[src/rtl/crt_pkg.sv]
// Shared types and sizing helpers for the CRT reconstruction engine.
package crt_pkg;

  typedef enum logic [2:0] {
    ST_IDLE,
    ST_LOAD,
    ST_REDUCE,
    ST_INV,
    ST_UPDATE,
    ST_DONE
  } crt_state_e;

  typedef enum logic {
    INV_IDLE,
    INV_RUN
  } inv_state_e;

  localparam int unsigned CRT_NUM_MOD = 4;
  localparam int unsigned CRT_MOD_W   = 4;

  function automatic int unsigned crt_out_w(input int unsigned num_mod, input int unsigned mod_w);
    return num_mod * mod_w;
  endfunction

  // Worst case cycles from accept to out_valid.
  function automatic int unsigned crt_max_latency(input int unsigned num_mod, input int unsigned mod_w);
    return 2 + (num_mod - 1) * (2 * mod_w + 6);
  endfunction

  localparam int unsigned CRT_MAX_LAT = crt_max_latency(CRT_NUM_MOD, CRT_MOD_W);

endpackage

[src/rtl/crt_reconstruct_seq_if.sv]
// Job/result handshake bundle between a producer/consumer and the CRT engine.
interface crt_reconstruct_seq_if
  import crt_pkg::*;
#(
  parameter int unsigned NUM_MOD = 4,
  parameter int unsigned MOD_W   = 4
);
  localparam int unsigned OUT_W = crt_out_w(NUM_MOD, MOD_W);

  logic [NUM_MOD*MOD_W-1:0] m;
  logic [NUM_MOD*MOD_W-1:0] x;
  logic                     in_valid;
  logic                     in_ready;
  logic [OUT_W-1:0]         result;
  logic [OUT_W-1:0]         modulus;
  logic                     error;
  logic                     out_valid;
  logic                     out_ready;

  modport master (
    output m, x, in_valid, out_ready,
    input  in_ready, result, modulus, error, out_valid
  );

  modport slave (
    input  m, x, in_valid, out_ready,
    output in_ready, result, modulus, error, out_valid
  );

endinterface

[src/rtl/mod_inverse_seq.sv]
// Iterative extended Euclid: inverse of a modulo n, one quotient step per cycle.
module mod_inverse_seq
  import crt_pkg::*;
#(
  parameter int unsigned W = 4
) (
  input  logic         clk,
  input  logic         reset,
  input  logic         start,
  input  logic [W-1:0] a,
  input  logic [W-1:0] n,
  output logic         done,
  output logic         valid,
  output logic [W-1:0] inv
);

  // Bezout coefficients stay within +/-n; two spare bits hold the sign safely.
  localparam int unsigned TW = W + 2;

  inv_state_e           state_q, state_d;
  logic [W-1:0]         n_q, n_d;
  logic [W-1:0]         r0_q, r0_d;
  logic [W-1:0]         r1_q, r1_d;
  logic signed [TW-1:0] t0_q, t0_d;
  logic signed [TW-1:0] t1_q, t1_d;
  logic                 done_d, valid_d;
  logic [W-1:0]         inv_d;
  logic [W-1:0]         q;
  logic signed [TW-1:0] t_fix;

  always_ff @(posedge clk or posedge reset) begin
    if (reset) begin
      state_q <= INV_IDLE;
      n_q     <= '0;
      r0_q    <= '0;
      r1_q    <= '0;
      t0_q    <= '0;
      t1_q    <= '0;
      done    <= 1'b0;
      valid   <= 1'b0;
      inv     <= '0;
    end else begin
      state_q <= state_d;
      n_q     <= n_d;
      r0_q    <= r0_d;
      r1_q    <= r1_d;
      t0_q    <= t0_d;
      t1_q    <= t1_d;
      done    <= done_d;
      valid   <= valid_d;
      inv     <= inv_d;
    end
  end

  always_comb begin
    state_d = state_q;
    n_d     = n_q;
    r0_d    = r0_q;
    r1_d    = r1_q;
    t0_d    = t0_q;
    t1_d    = t1_q;
    done_d  = 1'b0;
    valid_d = valid;
    inv_d   = inv;
    q       = '0;
    t_fix   = '0;

    unique case (state_q)
      INV_IDLE: begin
        if (start) begin
          if (n == '0) begin
            done_d  = 1'b1;
            valid_d = 1'b0;
            inv_d   = '0;
          end else begin
            n_d     = n;
            r0_d    = n;
            r1_d    = a % n;
            t0_d    = '0;
            t1_d    = TW'(1);
            state_d = INV_RUN;
          end
        end
      end
      INV_RUN: begin
        if (r1_q == '0) begin
          // Remainder exhausted: r0 is the gcd, t0 the coefficient of a.
          t_fix   = t0_q[TW-1] ? (t0_q + $signed(TW'(n_q))) : t0_q;
          done_d  = 1'b1;
          valid_d = (r0_q == W'(1));
          inv_d   = (r0_q == W'(1)) ? W'(t_fix) : '0;
          state_d = INV_IDLE;
        end else begin
          q    = r0_q / r1_q;
          r0_d = r1_q;
          r1_d = r0_q % r1_q;
          t0_d = t1_q;
          t1_d = t0_q - TW'($signed({2'b00, q}) * t1_q);
        end
      end
      default: state_d = INV_IDLE;
    endcase
  end

endmodule

[src/rtl/crt_reconstruct_seq.sv]
// Sequential Garner mixed-radix CRT reconstruction: one channel per outer pass.
module crt_reconstruct_seq
  import crt_pkg::*;
#(
  parameter int unsigned NUM_MOD = 4,
  parameter int unsigned MOD_W   = 4
) (
  input  logic                  clk,
  input  logic                  reset,
  crt_reconstruct_seq_if.slave  bus
);

  localparam int unsigned OUT_W = crt_out_w(NUM_MOD, MOD_W);
  localparam int unsigned IN_W  = NUM_MOD * MOD_W;
  localparam int unsigned IW    = $clog2(NUM_MOD);
  localparam int unsigned DW    = MOD_W + 1;
  localparam int unsigned PW    = 2 * MOD_W;

  crt_state_e        state_q, state_d;
  logic [IN_W-1:0]   m_q, m_d;
  logic [IN_W-1:0]   x_q, x_d;
  logic [IW-1:0]     idx_q, idx_d;
  logic [OUT_W-1:0]  acc_x_q, acc_x_d;
  logic [OUT_W-1:0]  acc_m_q, acc_m_d;
  logic [MOD_W-1:0]  a_q, a_d;
  logic [MOD_W-1:0]  xi_q, xi_d;
  logic              start_q, start_d;
  logic              in_ready_q, in_ready_d;
  logic              out_valid_q, out_valid_d;
  logic [OUT_W-1:0]  result_q, result_d;
  logic [OUT_W-1:0]  modulus_q, modulus_d;
  logic              error_q, error_d;
  logic              fail;

  logic [MOD_W-1:0]  m_i, x_i, ax, t;
  logic [DW-1:0]     diff;
  logic [PW-1:0]     prod;
  logic              inv_done, inv_valid;
  logic [MOD_W-1:0]  inv;

  mod_inverse_seq #(.W(MOD_W)) u_inv (
    .clk   (clk),
    .reset (reset),
    .start (start_q),
    .a     (a_q),
    .n     (m_i),
    .done  (inv_done),
    .valid (inv_valid),
    .inv   (inv)
  );

  assign bus.in_ready  = in_ready_q;
  assign bus.out_valid = out_valid_q;
  assign bus.result    = result_q;
  assign bus.modulus   = modulus_q;
  assign bus.error     = error_q;

  always_ff @(posedge clk or posedge reset) begin
    if (reset) begin
      state_q     <= ST_IDLE;
      m_q         <= '0;
      x_q         <= '0;
      idx_q       <= '0;
      acc_x_q     <= '0;
      acc_m_q     <= '0;
      a_q         <= '0;
      xi_q        <= '0;
      start_q     <= 1'b0;
      in_ready_q  <= 1'b1;
      out_valid_q <= 1'b0;
      result_q    <= '0;
      modulus_q   <= '0;
      error_q     <= 1'b0;
    end else begin
      state_q     <= state_d;
      m_q         <= m_d;
      x_q         <= x_d;
      idx_q       <= idx_d;
      acc_x_q     <= acc_x_d;
      acc_m_q     <= acc_m_d;
      a_q         <= a_d;
      xi_q        <= xi_d;
      start_q     <= start_d;
      in_ready_q  <= in_ready_d;
      out_valid_q <= out_valid_d;
      result_q    <= result_d;
      modulus_q   <= modulus_d;
      error_q     <= error_d;
    end
  end

  // Current channel and Garner digit t = (xi - acc_x) * inv mod m_i.
  always_comb begin
    m_i  = m_q[32'(idx_q) * MOD_W +: MOD_W];
    x_i  = x_q[32'(idx_q) * MOD_W +: MOD_W];
    ax   = '0;
    diff = '0;
    prod = '0;
    t    = '0;
    if (m_i != '0) begin
      ax   = MOD_W'(acc_x_q % OUT_W'(m_i));
      diff = ({1'b0, xi_q} + {1'b0, m_i} - {1'b0, ax}) % {1'b0, m_i};
      prod = PW'(diff) * PW'(inv);
      t    = MOD_W'(prod % PW'(m_i));
    end
  end

  always_comb begin
    state_d     = state_q;
    m_d         = m_q;
    x_d         = x_q;
    idx_d       = idx_q;
    acc_x_d     = acc_x_q;
    acc_m_d     = acc_m_q;
    a_d         = a_q;
    xi_d        = xi_q;
    start_d     = 1'b0;
    in_ready_d  = in_ready_q;
    out_valid_d = out_valid_q;
    result_d    = result_q;
    modulus_d   = modulus_q;
    error_d     = error_q;
    fail        = 1'b0;

    unique case (state_q)
      ST_IDLE: begin
        if (bus.in_valid && in_ready_q) begin
          m_d        = bus.m;
          x_d        = bus.x;
          idx_d      = '0;
          in_ready_d = 1'b0;
          state_d    = ST_LOAD;
        end
      end
      ST_LOAD: begin
        if (m_q[MOD_W-1:0] == '0) begin
          fail = 1'b1;
        end else begin
          acc_x_d = OUT_W'(x_q[MOD_W-1:0] % m_q[MOD_W-1:0]);
          acc_m_d = OUT_W'(m_q[MOD_W-1:0]);
          idx_d   = IW'(1);
          state_d = ST_REDUCE;
        end
      end
      ST_REDUCE: begin
        if (m_i == '0) begin
          fail = 1'b1;
        end else begin
          a_d     = MOD_W'(acc_m_q % OUT_W'(m_i));
          xi_d    = x_i % m_i;
          start_d = 1'b1;
          state_d = ST_INV;
        end
      end
      ST_INV: begin
        if (inv_done) begin
          if (!inv_valid) fail = 1'b1;
          else            state_d = ST_UPDATE;
        end
      end
      ST_UPDATE: begin
        acc_x_d = acc_x_q + acc_m_q * OUT_W'(t);
        acc_m_d = acc_m_q * OUT_W'(m_i);
        if (idx_q == IW'(NUM_MOD - 1)) begin
          out_valid_d = 1'b1;
          error_d     = 1'b0;
          result_d    = acc_x_d;
          modulus_d   = acc_m_d;
          state_d     = ST_DONE;
        end else begin
          idx_d   = idx_q + IW'(1);
          state_d = ST_REDUCE;
        end
      end
      ST_DONE: begin
        if (bus.out_ready) begin
          out_valid_d = 1'b0;
          in_ready_d  = 1'b1;
          state_d     = ST_IDLE;
        end
      end
      default: state_d = ST_IDLE;
    endcase

    // Zero modulus or non-coprime channel: report error with zeroed payload.
    if (fail) begin
      out_valid_d = 1'b1;
      error_d     = 1'b1;
      result_d    = '0;
      modulus_d   = '0;
      state_d     = ST_DONE;
    end
  end

endmodule
[src/flat_wrapper.sv]
// flat-port wrapper written by rule: the top's interface ports become plain ports
module crt_reconstruct_seq_flat import crt_pkg::*;
#(
  parameter int unsigned NUM_MOD = 4,
  parameter int unsigned MOD_W   = 4
)
  (clk, reset, bus_m, bus_x, bus_in_valid, bus_out_ready, bus_in_ready, bus_result, bus_modulus, bus_error, bus_out_valid);
  crt_reconstruct_seq_if #(.NUM_MOD(NUM_MOD), .MOD_W(MOD_W)) bus_i ();
  input  logic clk;
  input  logic reset;
  input wire logic [$bits(bus_i.m)-1:0] bus_m;
  input wire logic [$bits(bus_i.x)-1:0] bus_x;
  input wire logic [$bits(bus_i.in_valid)-1:0] bus_in_valid;
  input wire logic [$bits(bus_i.out_ready)-1:0] bus_out_ready;
  output wire logic [$bits(bus_i.in_ready)-1:0] bus_in_ready;
  output wire logic [$bits(bus_i.result)-1:0] bus_result;
  output wire logic [$bits(bus_i.modulus)-1:0] bus_modulus;
  output wire logic [$bits(bus_i.error)-1:0] bus_error;
  output wire logic [$bits(bus_i.out_valid)-1:0] bus_out_valid;
  assign bus_i.m = bus_m;
  assign bus_i.x = bus_x;
  assign bus_i.in_valid = bus_in_valid;
  assign bus_i.out_ready = bus_out_ready;
  assign bus_in_ready = bus_i.in_ready;
  assign bus_result = bus_i.result;
  assign bus_modulus = bus_i.modulus;
  assign bus_error = bus_i.error;
  assign bus_out_valid = bus_i.out_valid;
  crt_reconstruct_seq #(.NUM_MOD(NUM_MOD), .MOD_W(MOD_W)) u_core (.clk(clk), .reset(reset), .bus(bus_i));
endmodule
[config.mk]
export PLATFORM = sky130hd
export DESIGN_NAME = crt_reconstruct_seq_flat
export DESIGN_NICKNAME = d
export VERILOG_FILES = /design/src/rtl/crt_pkg.sv /design/src/rtl/crt_reconstruct_seq_if.sv /design/src/rtl/mod_inverse_seq.sv /design/src/rtl/crt_reconstruct_seq.sv /design/src/flat_wrapper.sv
export SDC_FILE = /design/constraint.sdc
export NUM_CORES = 1
export LEC_CHECK = 0
export ABC_CLOCK_PERIOD_IN_PS = 57100
export BUFFER_PORTS_ARGS = -buffer_cell sky130_fd_sc_hd__buf_2
export CELL_PAD_IN_SITES_DETAIL_PLACEMENT = 0
export CELL_PAD_IN_SITES_GLOBAL_PLACEMENT = 1
export CORE_ASPECT_RATIO = 1.75
export CORE_MARGIN = 4
export CORE_UTILIZATION = 45
export CTS_BUF_LIST = sky130_fd_sc_hd__clkbuf_16
export CTS_CLUSTER_SIZE = 10
export DETAILED_ROUTE_END_ITERATION = 6
export PLACE_DENSITY = 0.78
export SLEW_MARGIN = 30
export SYNTH_ARGS = -nofsm -noshare
export SYNTH_HDL_FRONTEND = slang
export SYNTH_SLANG_ARGS = --single-unit
[constraint.sdc]
create_clock -name clk -period 57.1 [get_ports clk]
set_clock_uncertainty 0.15 [all_clocks]
set_input_delay 8.565 -clock clk [delete_from_list [all_inputs] [get_ports clk]]
set_output_delay 8.565 -clock clk [all_outputs]
set_load 0.02 [all_outputs]
## Word-level counts from Yosys, hierarchy flattened

Index checks and enable logic that the tools add are counted.

| storage, ports and cells | value |
|---|---|
| register bits after elaboration | 144 |
| latch bits | 0 |
| memory bits (writable) | 0 |
| ROM bits | 0 |
| memories kept | 0 |

| operators by class | value |
|---|---|
| add/sub/neg operators | 6 |
| multipliers | 4 |
| div/mod/pow operators | 9 |
| magnitude comparators | 0 |
| eq/ne operators | 23 |
| shift-type cells | 2 |
| muxes and demuxes | 73 |
| bitwise operators | 2 |
| reductions and logical operators | 23 |

Operators with widths:

| operator | number |
|---|---|
| 2-to-1 mux 16 bit | 8 |
| one-hot mux 16 bit (2 select lines) | 2 |
| 2-to-1 mux 4 bit | 12 |
| 2-to-1 mux 6 bit | 6 |
| remainder unit 16 x 4 -> 16 bit | 2 |
| multiplier 16 x 4 -> 16 bit | 2 |
| indexed part select 16 x 5 -> 4 bit | 2 |
| 2-to-1 mux 3 bit | 8 |
| one-hot mux 4 bit (2 select lines) | 3 |
| one-hot mux 6 bit (2 select lines) | 2 |
| 2-to-1 mux 1 bit | 21 |
| one-hot mux 3 bit (6 select lines) | 1 |
| adder 16 bit | 1 |
| remainder unit 4 x 4 -> 16 bit | 1 |
| inequality test 3 x 2 -> 1 bit, second input constant | 5 |
| AND reduction 3 bit | 5 |
| logical NOT 4 bit | 3 |
| remainder unit 4 x 4 -> 4 bit | 3 |
| inequality test 2 bit, second input constant | 5 |
| one-hot mux 1 bit (2 select lines) | 5 |
| remainder unit 8 x 4 -> 8 bit | 1 |
| multiplier 5 x 4 -> 8 bit | 1 |
| inequality test 2 x 1 -> 1 bit, second input constant | 4 |
| AND reduction 2 bit | 4 |
| 25 further kinds | 35 |

## Depth between registers and ports, before layout

| logic depth | value |
|---|---|
| word-level depth | 12 |
| mapped depth | 283 |
| depth with buffers taken out | 277 |

## Modules after synthesis

From an unflattened synthesis, not the netlist that was laid out.

| unflattened totals | value |
|---|---|
| cell total of the unflattened synthesis | 3,506 |
| area, all modules | 27,660.3 um^2 |

Modules (own cells, without submodules):

| module | times used | cells an instance | area an instance (um^2) | seq. area each (um^2) |
|---|---|---|---|---|
| crt_reconstruct_seq | 1 | 3,183 | 24,746.2 | 2,829.0 |
| mod_inverse_seq | 1 | 323 | 2,914.0 | 775.7 |

## Least setup slack after synthesis

Ideal clock, no wire load.

| timing | value |
|---|---|
| kind | register to register |
| start point | reg u_core.idx_q[0] |
| end point | reg u_core.acc_x_q[15] |
| library setup time | 0.137 ns |
| arrival | 52.464 ns |
| data required time | 56.813 ns |
| path slack | 4.349 ns |
| stages on the path, launching flop included | 263 |
| path through | dfrtp_1 -> buf_2 -> mux4_2 -> clkbuf_1 -> clkinv_1 -> ha_1 -> inv_1 -> o41a_1 -> a31oi_1 -> ha_1 -> o21ai_0 -> a211oi_1 -> mux2i_1 -> ha_1 -> o21a_1 -> o21ai_0 -> a21oi_1 -> mux2i_1 -> (+227 left out) -> a21oi_1 -> o21bai_1 -> a21oi_1 -> o21bai_1 -> a21oi_1 -> o21bai_1 -> a21oi_1 -> o21bai_1 -> a21oi_1 -> o21bai_1 -> a21o_1 -> a21oi_1 -> xnor2_1 -> xnor2_1 -> xnor2_1 -> nor2_1 -> a211oi_1 -> a21oi_1 |

| between the ends | value |
|---|---|
| longest elaborated chain between the ends | 10 |

RTL lines:

| what | line | source |
|---|---|---|
| from (decl) | crt_reconstruct_seq.sv:22 | `logic [IW-1:0] idx_q, idx_d;` |
| from (signal assigned) | crt_reconstruct_seq.sv:78 | `idx_q <= idx_d;` |
| indexed part select 16 x 5 -> 4 bit (*) | crt_reconstruct_seq.sv:94 | `m_i = m_q[32'(idx_q) * MOD_W +: MOD_W];` |
| named net u_core.m_i[0] | crt_reconstruct_seq.sv:35 | `logic [MOD_W-1:0] m_i, x_i, ax, t;` |
| remainder unit 16 x 4 -> 16 bit / adder 4 x 4 -> 5 bit (equally long branches) | crt_reconstruct_seq.sv:101, crt_reconstruct_seq.sv:102 |  |
| subtractor 5 x 4 -> 5 bit | crt_reconstruct_seq.sv:102 | `diff = ({1'b0, xi_q} + {1'b0, m_i} - {1'b0, ax}) % {1'b0, m_i};` |
| remainder unit 5 x 4 -> 5 bit | crt_reconstruct_seq.sv:102 |  |
| multiplier 5 x 4 -> 8 bit | crt_reconstruct_seq.sv:103 | `prod = PW'(diff) * PW'(inv);` |
| remainder unit 8 x 4 -> 8 bit | crt_reconstruct_seq.sv:104 | `t = MOD_W'(prod % PW'(m_i));` |
| 2-to-1 mux 4 bit (*) | crt_reconstruct_seq.sv:100 | `if (m_i != '0) begin` |
| multiplier 16 x 4 -> 16 bit (*) | crt_reconstruct_seq.sv:162 | `acc_x_d = acc_x_q + acc_m_q * OUT_W'(t);` |
| adder 16 bit (*) | crt_reconstruct_seq.sv:162 |  |
| one-hot mux 16 bit (2 select lines) (*) | crt_reconstruct_seq.sv:125 | `unique case (state_q)` |
| to (signal assigned) | crt_reconstruct_seq.sv:64 | `acc_x_q <= '0;` |
| to (signal assigned) | crt_reconstruct_seq.sv:79 | `acc_x_q <= acc_x_d;` |
| to (decl) | crt_reconstruct_seq.sv:23 | `logic [OUT_W-1:0] acc_x_q, acc_x_d;` |

The timed path passes the listed nets; every way through them passes the cells marked *.
A chain may end at the register's enable or synchronous reset.

## Worst setup path in the final report

| timing | value |
|---|---|
| start point | reg u_core.idx_q[0] |
| end point | reg u_core.acc_x_q[15] |

| between the ends | value |
|---|---|
| longest elaborated chain between the ends | 10 |

RTL lines:

| what | line |
|---|---|
| indexed part select 16 x 5 -> 4 bit (*) | crt_reconstruct_seq.sv:94 |
| remainder unit 16 x 4 -> 16 bit / adder 4 x 4 -> 5 bit (equally long branches) | crt_reconstruct_seq.sv:101, crt_reconstruct_seq.sv:102 |
| subtractor 5 x 4 -> 5 bit | crt_reconstruct_seq.sv:102 |
| remainder unit 5 x 4 -> 5 bit | crt_reconstruct_seq.sv:102 |
| multiplier 5 x 4 -> 8 bit | crt_reconstruct_seq.sv:103 |
| remainder unit 8 x 4 -> 8 bit | crt_reconstruct_seq.sv:104 |
| 2-to-1 mux 4 bit (*) | crt_reconstruct_seq.sv:100 |
| multiplier 16 x 4 -> 16 bit (*) | crt_reconstruct_seq.sv:162 |
| adder 16 bit (*) | crt_reconstruct_seq.sv:162 |
| one-hot mux 16 bit (2 select lines) (*) | crt_reconstruct_seq.sv:125 |

Mark *: on every way between the ends. The rest lies on a longest branch, timed or not.

==> reports/qor.csv <==
metric,value,unit
fin_nets,4108,
crit_buf_inv,20,
critPathKind,reg -> reg,
setup_violations,0,
wl,92200,um
grt_pass1_vias,27300,
clock_latency,0.46,ns
multiInputGateArea,0.0235,mm2
io_buffers,70,
cts.sinks,144,
min_path_type,reg -> reg,
min_period,52.61,ns
start_kind,flop,
cts.clk_slew.worst_paths,0.07,ns
synth_seq_area_share,12.8,%
track_usage,26.9,%
start_util,45.3,%
critPathTopFamily,compound AO/OA/AOI/OAI gates,
r2r-start,u_core.idx_q[0]$_DFFE_PP0P_,
r2r_slack,4.49,ns
synth_edf_count,0,
viasPerCell,6.15,
synth_seq_cells,144,
drv_slew,0,
crit_fanout,29,
end_kind,flop,
cts_buffer_depth,2,
vias,27500,
hold_depth,2,
worst_pin_slew,0.938,ns
drc,0,
numCtsBuffers,17,
dieArea,0.0668,mm2
rows,121,
ys.flop_type,dfrtp_1,
die_h,339,um
gp_congestion,0.946,
async_reset_ff_share,100,%
status,"finished, final reports clean",
nFillCells,6365,
cts_hold_buf,0,
hold_end,u_core.u_inv.valid$_DFFE_PP0P_,
timing.rr.end,u_core.acc_x_q[15]$_DFFE_PP0P_,
yosys_warnings,0,
ys_types,122,
ios,71,
post-route-period-util,92.1,%
arrival,52.80,ns
drive_above_1_share,11.1,%
synth_area_leaders,"ha_1 (14%), dfrtp_1 (13%), fa_1 (6.3%)",
synth_top_cell_area_share,14.5,%
slew_headroom,37.2,%
routedWlPerCell,20.6,um
slowest_stage,fa_1,
finish.utilization,48.9,%
ant_nets,0,
syn_to_final_growth,7.93,%
h-tree-depth,4,
finalHoldViolCount,0,
synth_area,0.0281,mm2
cts-root-buf,clkbuf_16,
die_w,197,um
grt_pass1_wl,146000,um
min_from,u_core.u_inv.valid$_DFFE_PP0P_,
yosys.area.top_type,ha_1,
syn_inst,3618,
ff_latch_area,0.00361,mm2
first_pass_iters,5,
antenna_found_initial,2,
grt_max_degree,86,
reg2reg_depth,260,
maxCapViolations,0,
critical_path_required,57.29,ns
core,0.0621,mm2
timing.fmax,19.0,MHz
grt_overflow,0,
crit_top_cell,o21a_1,
drt_iter0_drc,1304,
cts_tree,yes,
hpwl,74000,um
postSynthAreaPerCell,7.78,um2
slowest_delay,0.60,ns
[cell usage in the layout (no fill, tap or decap), types with 52 or more instances in the layout]
master	count
nor3_1	163
buf_4	52
nand2_1	326
nor2_1	303
o21ai_0	181
mux2i_1	74
ha_1	326
o21a_1	107
and2_1	75
a21oi_1	243
dfrtp_1	141
a21o_1	84
buf_2	70
nand3_1	68
xnor2_1	115
inv_1	233
fa_1	88
mux2_2	88
xor2_1	60
[how the worst max path moves through the flow]
stage	startpoint	to	cells past startpoint	slack, ns
2_1_floorplan	u_core.idx_q[0]$_DFFE_PP0P_	u_core.acc_x_q[15]$_DFFE_PP0P_	262	4.35
3_3_place_gp	u_core.idx_q[0]$_DFFE_PP0P_	u_core.acc_x_q[15]$_DFFE_PP0P_	257	1.35
3_5_place_dp	u_core.idx_q[0]$_DFFE_PP0P_	u_core.acc_x_q[15]$_DFFE_PP0P_	257	-0.01
4_1_cts	u_core.idx_q[0]$_DFFE_PP0P_	u_core.acc_x_q[15]$_DFFE_PP0P_	257	0.02
5_1_grt	u_core.idx_q[0]$_DFFE_PP0P_	u_core.acc_x_q[15]$_DFFE_PP0P_	267	-0.15
6_report	u_core.idx_q[0]$_DFFE_PP0P_	u_core.acc_x_q[15]$_DFFE_PP0P_	260	4.49
[area by class of cell]
type / instances / share of cell area [%]
antenna: 2 / 0.0165
clock buffer: 17 / 1.40
clock inverter: 15 / 0.556
inverter: 240 / 2.99
multi-input combinational: 3132 / 77.3
sequential: 144 / 11.9
tap: 799 / 3.29
timing repair buffer: 123 / 2.53
[per-stage QoR]
step	TNS [ns]	instance area [um2]	hold slack (ns)	setup slack, ns	std cells
after floorplan	0	28200	0.298	4.35	3627
after global placement	0	29400	0.321	1.35	4421
after CTS	0	30000	0.335	0.0224	4454
final	0	30400	0.341	4.49	4472
after global routing	-0.149	30400	0.369	-0.149	4470
after detailed placement	-0.0128	29400	0.320	-0.0128	4422
[synthesized netlist by cell type, drive strengths merged, types with 45 or more instances]
cell,count
a211oi,48
a21o,85
a21oi,260
and2,75
clkbuf,86
dfrtp,143
fa,88
ha,326
inv,237
mux2,90
mux2i,78
nand2,329
nand2b,45
nand3,73
nor2,308
nor3,172
o21a,107
o21ai,197
xnor2,116
xor2,61
[worst register-to-register path, delay by kind of cell (launching register included)]
kind,cells,cell delay [ns]
xor gates and xnor gates,7,1.35
muxes,13,3.53
DFF,1,0.53
buffers and inverters,20,2.05
and+or+nand+nor,70,12.59
AOI/OAI and AO/OA,113,20.13
adders and majority gates,37,12.16
[metal layers]
layer  up-vias  track usage (%)  part of all wire (%)
met2       551             52.5                    55
met5         -                0                0.0076
met1     13400             29.1                    38
met4         2             11.5                   4.7
li1      13400                -                     -
met3       187             2.14                   2.8
[sequential cells by signal, indices dropped and copies added (netlist names), 2 cells and up]
signal / count
u_core.acc_m_q: 16
u_core.acc_x_q: 16
u_core.bus.modulus: 16
u_core.bus.result: 16
u_core.m_q: 16
u_core.x_q: 16
u_core.u_inv.t0_q: 6
u_core.u_inv.t1_q: 6
u_core.a_q: 4
u_core.u_inv.inv: 4
u_core.u_inv.n_q: 4
u_core.u_inv.r0_q: 4
u_core.u_inv.r1_q: 4
u_core.xi_q: 4
u_core.state_q: 3
u_core.idx_q: 2
[kinds of logic after synthesis]
| family | after synthesis | share of synthesized area (%) |
|---|---|---|
| AOI/OAI and AO/OA | 1101 | 26.8 |
| xor gates and xnor gates | 178 | 5.61 |
| adders and majority gates | 415 | 20.8 |
| buffers and inverters | 351 | 4.84 |
| DFF | 144 | 12.8 |
| muxes | 174 | 6.97 |
| other | 1 | 0.0133 |
| and+or+nand+nor | 1254 | 22.2 |
[timing repair]
action,in CTS,in global routing
buffers inserted,0,16
pin swaps,0,4
endpoints found under the setup margin,2,32
gates resized for setup,1,57
Power is left out: the tool's default activity adds up to more than one toggle a clock period on the data nets, which glitch-free logic cannot reach.
